### src/rtl/shiftreg_param_burst.sv
// Parametrised shift/rotate register with a counted burst engine.
// Single-step shifts in IDLE use the live Mode; bursts latch Mode and Amount on Start.
module shiftreg_param_burst #(
    parameter int               WIDTH     = 16,
    parameter logic [WIDTH-1:0] RESET_VAL = '0,
    parameter int               CW        = $clog2(WIDTH + 1) + 1
) (
    input  logic             Clock,
    input  logic             Aclr,
    input  logic             Sclr,
    input  logic             Enable,
    input  logic             Load,
    input  logic [WIDTH-1:0] Data,
    input  logic [2:0]       Mode,
    input  logic             ShiftIn,
    input  logic             Start,
    input  logic [CW-1:0]    Amount,
    output logic [WIDTH-1:0] Q,
    output logic             ShiftOut,
    output logic             Busy,
    output logic             Done,
    output logic [CW-1:0]    Count
);

    typedef enum logic {
        S_IDLE = 1'b0,
        S_RUN  = 1'b1
    } state_t;

    state_t           r_state;
    logic [2:0]       r_mode;
    logic [CW-1:0]    r_count;
    logic [WIDTH-1:0] r_q;
    logic             r_done;

    state_t           w_state_nxt;
    logic [2:0]       w_mode_nxt;
    logic [CW-1:0]    w_count_nxt;
    logic [WIDTH-1:0] w_q_nxt;
    logic             w_done_nxt;
    logic [2:0]       w_eff_mode;

    // One shift step; codes 101..111 leave the value untouched.
    function automatic logic [WIDTH-1:0] f_shift(
        input logic [WIDTH-1:0] q,
        input logic [2:0]       m,
        input logic             si
    );
        logic [WIDTH-1:0] res;
        case (m)
            3'b000:  res = {q[WIDTH-2:0], si};
            3'b001:  res = {si, q[WIDTH-1:1]};
            3'b010:  res = {q[WIDTH-2:0], q[WIDTH-1]};
            3'b011:  res = {q[0], q[WIDTH-1:1]};
            3'b100:  res = {q[WIDTH-1], q[WIDTH-1:1]};
            default: res = q;
        endcase
        return res;
    endfunction

    function automatic logic f_shift_out(
        input logic [WIDTH-1:0] q,
        input logic [2:0]       m
    );
        logic bit_out;
        case (m)
            3'b000, 3'b010:         bit_out = q[WIDTH-1];
            3'b001, 3'b011, 3'b100: bit_out = q[0];
            default:                bit_out = 1'b0;
        endcase
        return bit_out;
    endfunction

    assign w_eff_mode = (r_state == S_RUN) ? r_mode : Mode;

    always_ff @(posedge Clock or negedge Aclr) begin
        if (!Aclr) begin
            r_state <= S_IDLE;
            r_mode  <= 3'b000;
            r_count <= '0;
            r_q     <= RESET_VAL;
            r_done  <= 1'b0;
        end else begin
            r_state <= w_state_nxt;
            r_mode  <= w_mode_nxt;
            r_count <= w_count_nxt;
            r_q     <= w_q_nxt;
            r_done  <= w_done_nxt;
        end
    end

    // Priority: Sclr, Load, Start-in-IDLE, Enable, hold.
    always_comb begin
        w_state_nxt = r_state;
        w_mode_nxt  = r_mode;
        w_count_nxt = r_count;
        w_q_nxt     = r_q;
        w_done_nxt  = 1'b0;

        if (Sclr) begin
            w_q_nxt     = RESET_VAL;
            w_state_nxt = S_IDLE;
            w_count_nxt = '0;
        end else if (Load) begin
            w_q_nxt     = Data;
            w_state_nxt = S_IDLE;
            w_count_nxt = '0;
        end else if ((r_state == S_IDLE) && Start) begin
            if (Amount != '0) begin
                w_mode_nxt  = Mode;
                w_count_nxt = Amount;
                w_state_nxt = S_RUN;
            end else begin
                w_done_nxt  = 1'b1;
            end
        end else if (Enable) begin
            w_q_nxt = f_shift(r_q, w_eff_mode, ShiftIn);
            if (r_state == S_RUN) begin
                w_count_nxt = r_count - CW'(1);
                if (r_count == CW'(1)) begin
                    w_state_nxt = S_IDLE;
                    w_done_nxt  = 1'b1;
                end
            end
        end
    end

    assign Q        = r_q;
    assign ShiftOut = f_shift_out(r_q, w_eff_mode);
    assign Busy     = (r_state == S_RUN);
    assign Done     = r_done;
    assign Count    = r_count;

endmodule

### config.mk
export PLATFORM = sky130hd
export DESIGN_NAME = shiftreg_param_burst
export DESIGN_NICKNAME = d
export VERILOG_FILES = /design/src/rtl/shiftreg_param_burst.sv
export SDC_FILE = /design/constraint.sdc
export NUM_CORES = 1
export LEC_CHECK = 0
export BUFFER_PORTS_ARGS = -buffer_cell sky130_fd_sc_hd__buf_4
export CAP_MARGIN = 20
export CORE_AREA = 2 2 76 56
export DETAILED_ROUTE_END_ITERATION = 10
export DIE_AREA = 0 0 78 58
export PLACE_DENSITY = 0.77
export SYNTH_ARGS = -nofsm -noshare
export SYNTH_HDL_FRONTEND = slang
export SYNTH_SLANG_ARGS = --single-unit
### constraint.sdc
create_clock -name Clock -period 4.6 [get_ports Clock]
set_clock_uncertainty 0.05 [all_clocks]
set_input_delay 0.23 -clock Clock [delete_from_list [all_inputs] [get_ports Clock]]
set_output_delay 0.23 -clock Clock [all_outputs]
set_load 0.005 [all_outputs]
==> out/qor.log, run 1 <==
INFO  run_status     outcome=completed
INFO  yosys          sequential_element_share_of_the_synthesized_area=0.4048
INFO  min_path       worst_hold_path_type=input port to flip-flop
INFO  route          vias_per_std_cell=5.420
INFO  route          wire_per_inst=14.79um
INFO  setup_path     endpoint_kind=flip-flop
INFO  global_routing grt_max_degree=28
INFO  final_layout   multi_input_area=890.9um^2
INFO  pwr            power_density=255.4nW/um^2
INFO  timing         fin_tns_setup=0ns
INFO  timing         worst_slack=2.307ns
INFO  yosys          syn-instance-count=174
INFO  yosys          yosys.area.top_type_share=0.4048
INFO  yosys          post_synth_main_area_contributors=sky130_fd_sc_hd__dfrtp_1, sky130_fd_sc_hd__mux2i_1, sky130_fd_sc_hd__o221ai_1
INFO  clock_network  cts_max_path_buffers=2
INFO  clock_network  tritoncts=built
INFO  global_routing grt_overflow=0
INFO  global_routing global_route.usage.total=0.1914
INFO  floorplan      initial_core_util=0.4388
INFO  route          detail_route.wirelength=4.157mm
INFO  floorplan      die_extent_in_x=78um
INFO  global_routing grt_pass1_vias=1459
INFO  place          pre_cts_slack=2.316ns
INFO  yosys          synth_edf_count=0
INFO  route          detail_route.drc_violations=0
INFO  clock_network  clock_sinks=27
INFO  yosys          synth_top_flop_cell=sky130_fd_sc_hd__dfrtp_1
INFO  floorplan      std_cell_rows=19
INFO  clock_network  ctsHtreeMaxLevel=1
INFO  setup_path     cp.required=4.66ns
INFO  final_layout   post-route-util=0.5737
INFO  floorplan      io_pins=57
INFO  yosys          synth_seq_cells=27
INFO  final_layout   share_of_post_route_cells_with_drive_strength_above_1=0.3188
INFO  run            max_cap_viol_count=0
INFO  clock_network  insertion_delay=0.27ns
INFO  pwr            power.static_leakage=1.001nW
INFO  clock_network  cts-root-buf=sky130_fd_sc_hd__clkbuf_8
INFO  place          place.gp.congestion=0.9039
INFO  final_layout   synthesis_to_finish_area_growth=30.73%
INFO  route          drtPass1Iterations=5
INFO  yosys          synthMostInstantiatedCell=sky130_fd_sc_hd__dfrtp_1
INFO  place          dp_hpwl=3.160mm
INFO  floorplan      fp.coreArea=3804um^2
INFO  timing         finalSetupViolCount=0
INFO  final_layout   insertedDiodeCount=0
INFO  place          port-buffer-count=56
INFO  final_layout   seqCellArea=675.6um^2
INFO  global_routing antenna_found_initial=0
INFO  final_layout   nFillCells=347
INFO  setup_path     path_class=flip-flop to flip-flop
INFO  timing         timing.slew.headroom=0.2381
INFO  route          detail_route.iter0.violations=68
INFO  yosys          share_of_flip_flops_with_an_asynchronous_set_or_reset=1.000
INFO  setup_path     arrival=2.35ns
INFO  timing         rsz0062_at_grt=no
INFO  floorplan      fp.dieArea=4524um^2
INFO  yosys          yosysWarnings=0
INFO  final_layout   final_nets=264
INFO  route          route.antenna.remaining_nets=0
INFO  timing         hold_violations=0
INFO  clock_network  tritoncts_buffers=3
INFO  clock_network  postCtsResizedCells=0
INFO  setup_path     critical_path_peak_fanout=16
INFO  clock_network  path_clk_slew=0.09ns
INFO  route          route.vias.total=1523
INFO  min_path       min_path_cells=3
INFO  pwr            peakVddDrop=0.1494mV
INFO  yosys          post_syn_area=1669um^2
INFO  floorplan      die_h=58um
INFO  global_routing grt_first_pass_wirelength=6.969mm
INFO  clock_network  cts.repair_timing.setup_buffer_count=0
INFO  timing         period_minus_slack=2.293ns
INFO  setup_path     r2r.worst_path.cells=4
INFO  timing         tightest_slew=1.135ns
INFO  final_layout   stdcell_count=281
INFO  timing         fmax=436.2MHz
INFO  yosys          synth.distinct_cells=40
INFO  yosys          mapped_nets=208
INFO  yosys          synthDominantAreaCellType=sky130_fd_sc_hd__dfrtp_1
INFO  setup_path     element_type_at_the_critical_path_start=flip-flop
INFO  place          placedCellCount=276
INFO  timing         finalHoldWorstSlack=0.1113ns
INFO  yosys          synth.avg_cell_area=9.593um^2
INFO  timing         post_route_fraction_of_the_period_consumed_by_the_critical_path=0.4984
INFO  timing         drv_slew=0
INFO  yosys          synthTopCellsByCount=sky130_fd_sc_hd__dfrtp_1, sky130_fd_sc_hd__nand2_1, sky130_fd_sc_hd__inv_1
[path summary, 6_finish.rpt]
path	start	to	slack (ns)
setup reg to reg	Busy	Q[12]	2.31
hold reg to reg	r_mode[0]	r_mode[0]	0.49
setup / recovery	Busy	Q[12]	2.31
hold / removal	Data[10]	Q[10]	0.11
max in group asynchronous	Aclr	Done	3.88
min in group asynchronous	Aclr	Q[0]	0.36
[worst max-delay path, cell delays in order, from the launching register on]
cell,delay [ns]
sky130_fd_sc_hd__dfrtp_1,0.65
sky130_fd_sc_hd__nand2b_1,0.24
sky130_fd_sc_hd__nand2_1,0.09
sky130_fd_sc_hd__o21ai_1,0.87
sky130_fd_sc_hd__o221ai_1,0.23
[report_power, final]
part | internal [mW] | total, mW | leakage (nW) | switching [mW]
clock | 0.0620 | 0.134 | 0.0228 | 0.0721
sequential | 0.255 | 0.277 | 0.357 | 0.0219
combinational | 0.0779 | 0.147 | 0.621 | 0.0687
total | 0.395 | 0.557 | 1.00 | 0.163
[layout make-up]
type	count	share of cell area
clock buffer	4	0.02064
tap	52	0.02982
inverter	20	0.03440
multi-input combinational	121	0.4083
timing repair buffer	57	0.1972
sequential	27	0.3096
[cell usage in the layout, fill, tap and decap left out, drive strengths merged, types with 2 or more instances in the layout]
master  netlist  final
buf           3     56
dfrtp        27     27
nand2        21     21
inv          20     20
mux2i        16     16
o221ai       16     16
nor2         12     12
a21oi         7      7
nand2b        5      5
nand3         5      5
o21ai         4      4
clkbuf        3      4
a22oi         3      3
mux2          3      3
o32ai         3      3
nor3          3      3
nor2b         3      3
xnor2         2      2
a211oi        2      2
ha            2      2
[registers in the layout (all words and copies together) (netlist names)]
signal	cells
Q	16
r_mode	3
Busy	1
Done	1
Count	6
[per-stage QoR]
step | instance area, um^2 | power, mW
floorplan | 1669 | 0.3609
global placement | 2127 | 0.4247
detailed placement | 2127 | 0.4269
CTS | 2182 | 0.5615
global route | 2182 | 0.5885
finish | 2182 | 0.5573
[cells by family (layout without fill, tap and decap cells)]
| kind of cell | count (synthesis) | in the layout | share of synthesized area |
|---|---|---|---|
| adders and majority gates | 2 | 2 | 0.01499 |
| and+or+nand+nor | 55 | 55 | 0.1687 |
| xor gates and xnor gates | 3 | 3 | 0.01575 |
| muxes | 19 | 19 | 0.1229 |
| buffers and inverters | 26 | 81 | 0.06146 |
| AOI/OAI and AO/OA | 42 | 42 | 0.2114 |
| DFF | 27 | 27 | 0.4048 |
[timing repair]
item,CTS,global route
hold buffers,1,0
hold endpoints to repair,27,0
setup endpoints to repair,0,0
[routing by layer]
layer | vias up | global-route usage | share of wire
met5 | - | 0 | 0
met3 | 4 | 0.04361 | 0.052
met2 | 46 | 0.3067 | 0.44
li1 | 739 | - | -
met4 | 0 | 0.02506 | 0.0089
met1 | 734 | 0.2759 | 0.50
No activity file was read; power rests on OpenSTA's default activity.
==> run 2, diff against run 1 <==
clock period = 2.35 ns   (was 4.6 ns; I/O delays follow)
==> run 2 against run 1 <==
Flip-flop and latch count stayed put. Critical endpoint is now ShiftOut. Via count grew 3.7%. Largest power group unchanged. Sequential power increased by 95%. Die area unchanged.
==> out/qor.log, run 2 (same netlist as run 1, synthesis figures left out) <==
INFO  final_layout   seqCellArea=675.6um^2
INFO  setup_path     crit_chain=nand2b_1 -> o32ai_2 -> nor2_4 -> a22o_1 -> buf_4
INFO  place          port-buffer-count=56
INFO  clock_network  insertion_delay=0.28ns
INFO  pwr            peakVddDrop=0.2366mV
INFO  clock_network  ctsHtreeMaxLevel=1
INFO  route          route.antenna.remaining_nets=0
INFO  final_layout   layout_common_cells=sky130_fd_sc_hd__buf_4, sky130_fd_sc_hd__dfrtp_1, sky130_fd_sc_hd__nand2_1
INFO  floorplan      fp.dieArea=4524um^2
INFO  route          detail_route.wirelength=4.353mm
INFO  final_layout   layout.cells.most_common=sky130_fd_sc_hd__buf_4
INFO  pwr            power_density=483.3nW/um^2
INFO  min_path       worst_hold_path_type=input port to flip-flop
INFO  clock_network  postCtsResizedCells=0
INFO  timing         tightest_slew=0.4873ns
INFO  timing         timing.slew.headroom=0.6743
INFO  setup_path     path_delay_family=flip-flops
INFO  place          dp_hpwl=3.165mm
INFO  clock_network  cts-root-buf=sky130_fd_sc_hd__clkbuf_8
INFO  setup_path     critical_path_peak_fanout=16
INFO  route          drtPass1Iterations=4
INFO  run_status     outcome=completed
INFO  final_layout   synthesis_to_finish_area_growth=39.51%
INFO  timing         finalSetupViolCount=0
INFO  timing         rsz0062_at_grt=no
INFO  timing         hold_violations=0
INFO  global_routing grt_max_degree=28
INFO  place          placedCellCount=279
INFO  clock_network  tritoncts=built
INFO  final_layout   stdcell_count=296
INFO  setup_path     arrival=1.83ns
INFO  floorplan      initial_core_util=0.4388
INFO  route          wire_per_inst=14.71um
INFO  timing         drv_slew=0
INFO  floorplan      die_extent_in_x=78um
INFO  route          route.vias.total=1580
INFO  floorplan      die_h=58um
INFO  pwr            power.static_leakage=1.065nW
INFO  global_routing grt_first_pass_wirelength=7.196mm
INFO  setup_path     critPathSlowestCell=sky130_fd_sc_hd__dfrtp_1
INFO  final_layout   multi_input_area=890.9um^2
INFO  setup_path     path_class=flip-flop to primary output
INFO  global_routing grt_overflow=0
INFO  global_routing antenna_found_initial=0
INFO  timing         fin_tns_setup=0ns
INFO  setup_path     endpoint_kind=primary output
INFO  final_layout   nFillCells=337
INFO  pwr            power.total=1.125mW
INFO  route          detail_route.iter0.violations=76
INFO  setup_path     worst-path-buf-inv=1
INFO  run            max_cap_viol_count=0
INFO  route          detail_route.drc_violations=0
INFO  setup_path     cp.required=2.18ns
INFO  route          vias_per_std_cell=5.338
INFO  final_layout   final_nets=279
INFO  final_layout   insertedDiodeCount=0
INFO  setup_path     element_type_at_the_critical_path_start=flip-flop
INFO  final_layout   share_of_post_route_cells_with_drive_strength_above_1=0.3156
INFO  setup_path     max_stage_delay=0.65ns
INFO  clock_network  clock_sinks=27
INFO  floorplan      std_cell_rows=19
INFO  global_routing grt_pass1_vias=1483
INFO  clock_network  cts_max_path_buffers=2
INFO  clock_network  tritoncts_buffers=3
INFO  global_routing global_route.usage.total=0.2010
INFO  clock_network  cts.repair_timing.setup_buffer_count=0
INFO  final_layout   largest_register_ff_count=16
INFO  clock_network  path_clk_slew=0.10ns
INFO  timing         fmax=501.3MHz
INFO  timing         period_minus_slack=1.995ns
INFO  floorplan      fp.coreArea=3804um^2
INFO  floorplan      io_pins=57
INFO  timing         finalHoldWorstSlack=0.002882ns
INFO  place          place.gp.congestion=0.8527
INFO  timing         post_route_fraction_of_the_period_consumed_by_the_critical_path=0.8489
run 2: worst paths after layout:
path / start / end / slack, ns / cells after the start
max in group asynchronous: Aclr / Q[1] / 1.76 / 2
worst max register to register: Busy / Q[1] / 0.38 / 6
worst min register to register: r_mode[0] / r_mode[0] / 0.52 / 1
worst max-delay path: Busy / ShiftOut / 0.36 / 5
min in group asynchronous: Aclr / r_mode[1] / 0.23 / 2
worst min-delay path: Data[12] / Q[12] / 0.003 / 3
run 2: through the flow:
step                      utilization  area (um^2)  setup slack [ns]
final                          0.6122         2328            0.3552
after global placement         0.5651         2150            0.4546
after detailed placement       0.5651         2150            0.3888
after global routing           0.6122         2328            0.1642
after CTS                      0.6069         2308            0.3356
after floorplan                     -         1669            0.6824
run 2: timing repair:
item | in CTS | in global routing
setup endpoints to repair | 0 | 0
hold buffers | 11 | 2
endpoints found under the hold margin | 37 | 2
run 2: area by class of cell:
type	count	area share
clock buffers	3	0.01773
repair buffers	72	0.2461
well taps	52	0.02794
flip-flops and latches	27	0.2902
clock inverters	1	0.003224
inverters	20	0.03224
multi-input cells	121	0.3826
run 2: tightest hold or removal path: stages:
cell and delay, ns:
sky130_fd_sc_hd__buf_4 0.08, sky130_fd_sc_hd__nand2_1 0.04, sky130_fd_sc_hd__o221ai_1 0.06
run 2: power by group:
group | internal [mW] | switching, mW
logic | 0.170 | 0.139
clock network | 0.121 | 0.155
registers | 0.499 | 0.0423
run 2: per-layer routing:
layer,GRT usage,up-vias,part of all wire
met3,0.04517,5,0.071
met5,0,-,0
met4,0.03759,0,0.0067
met1,0.2951,745,0.46
li1,-,774,-
met2,0.3103,56,0.46
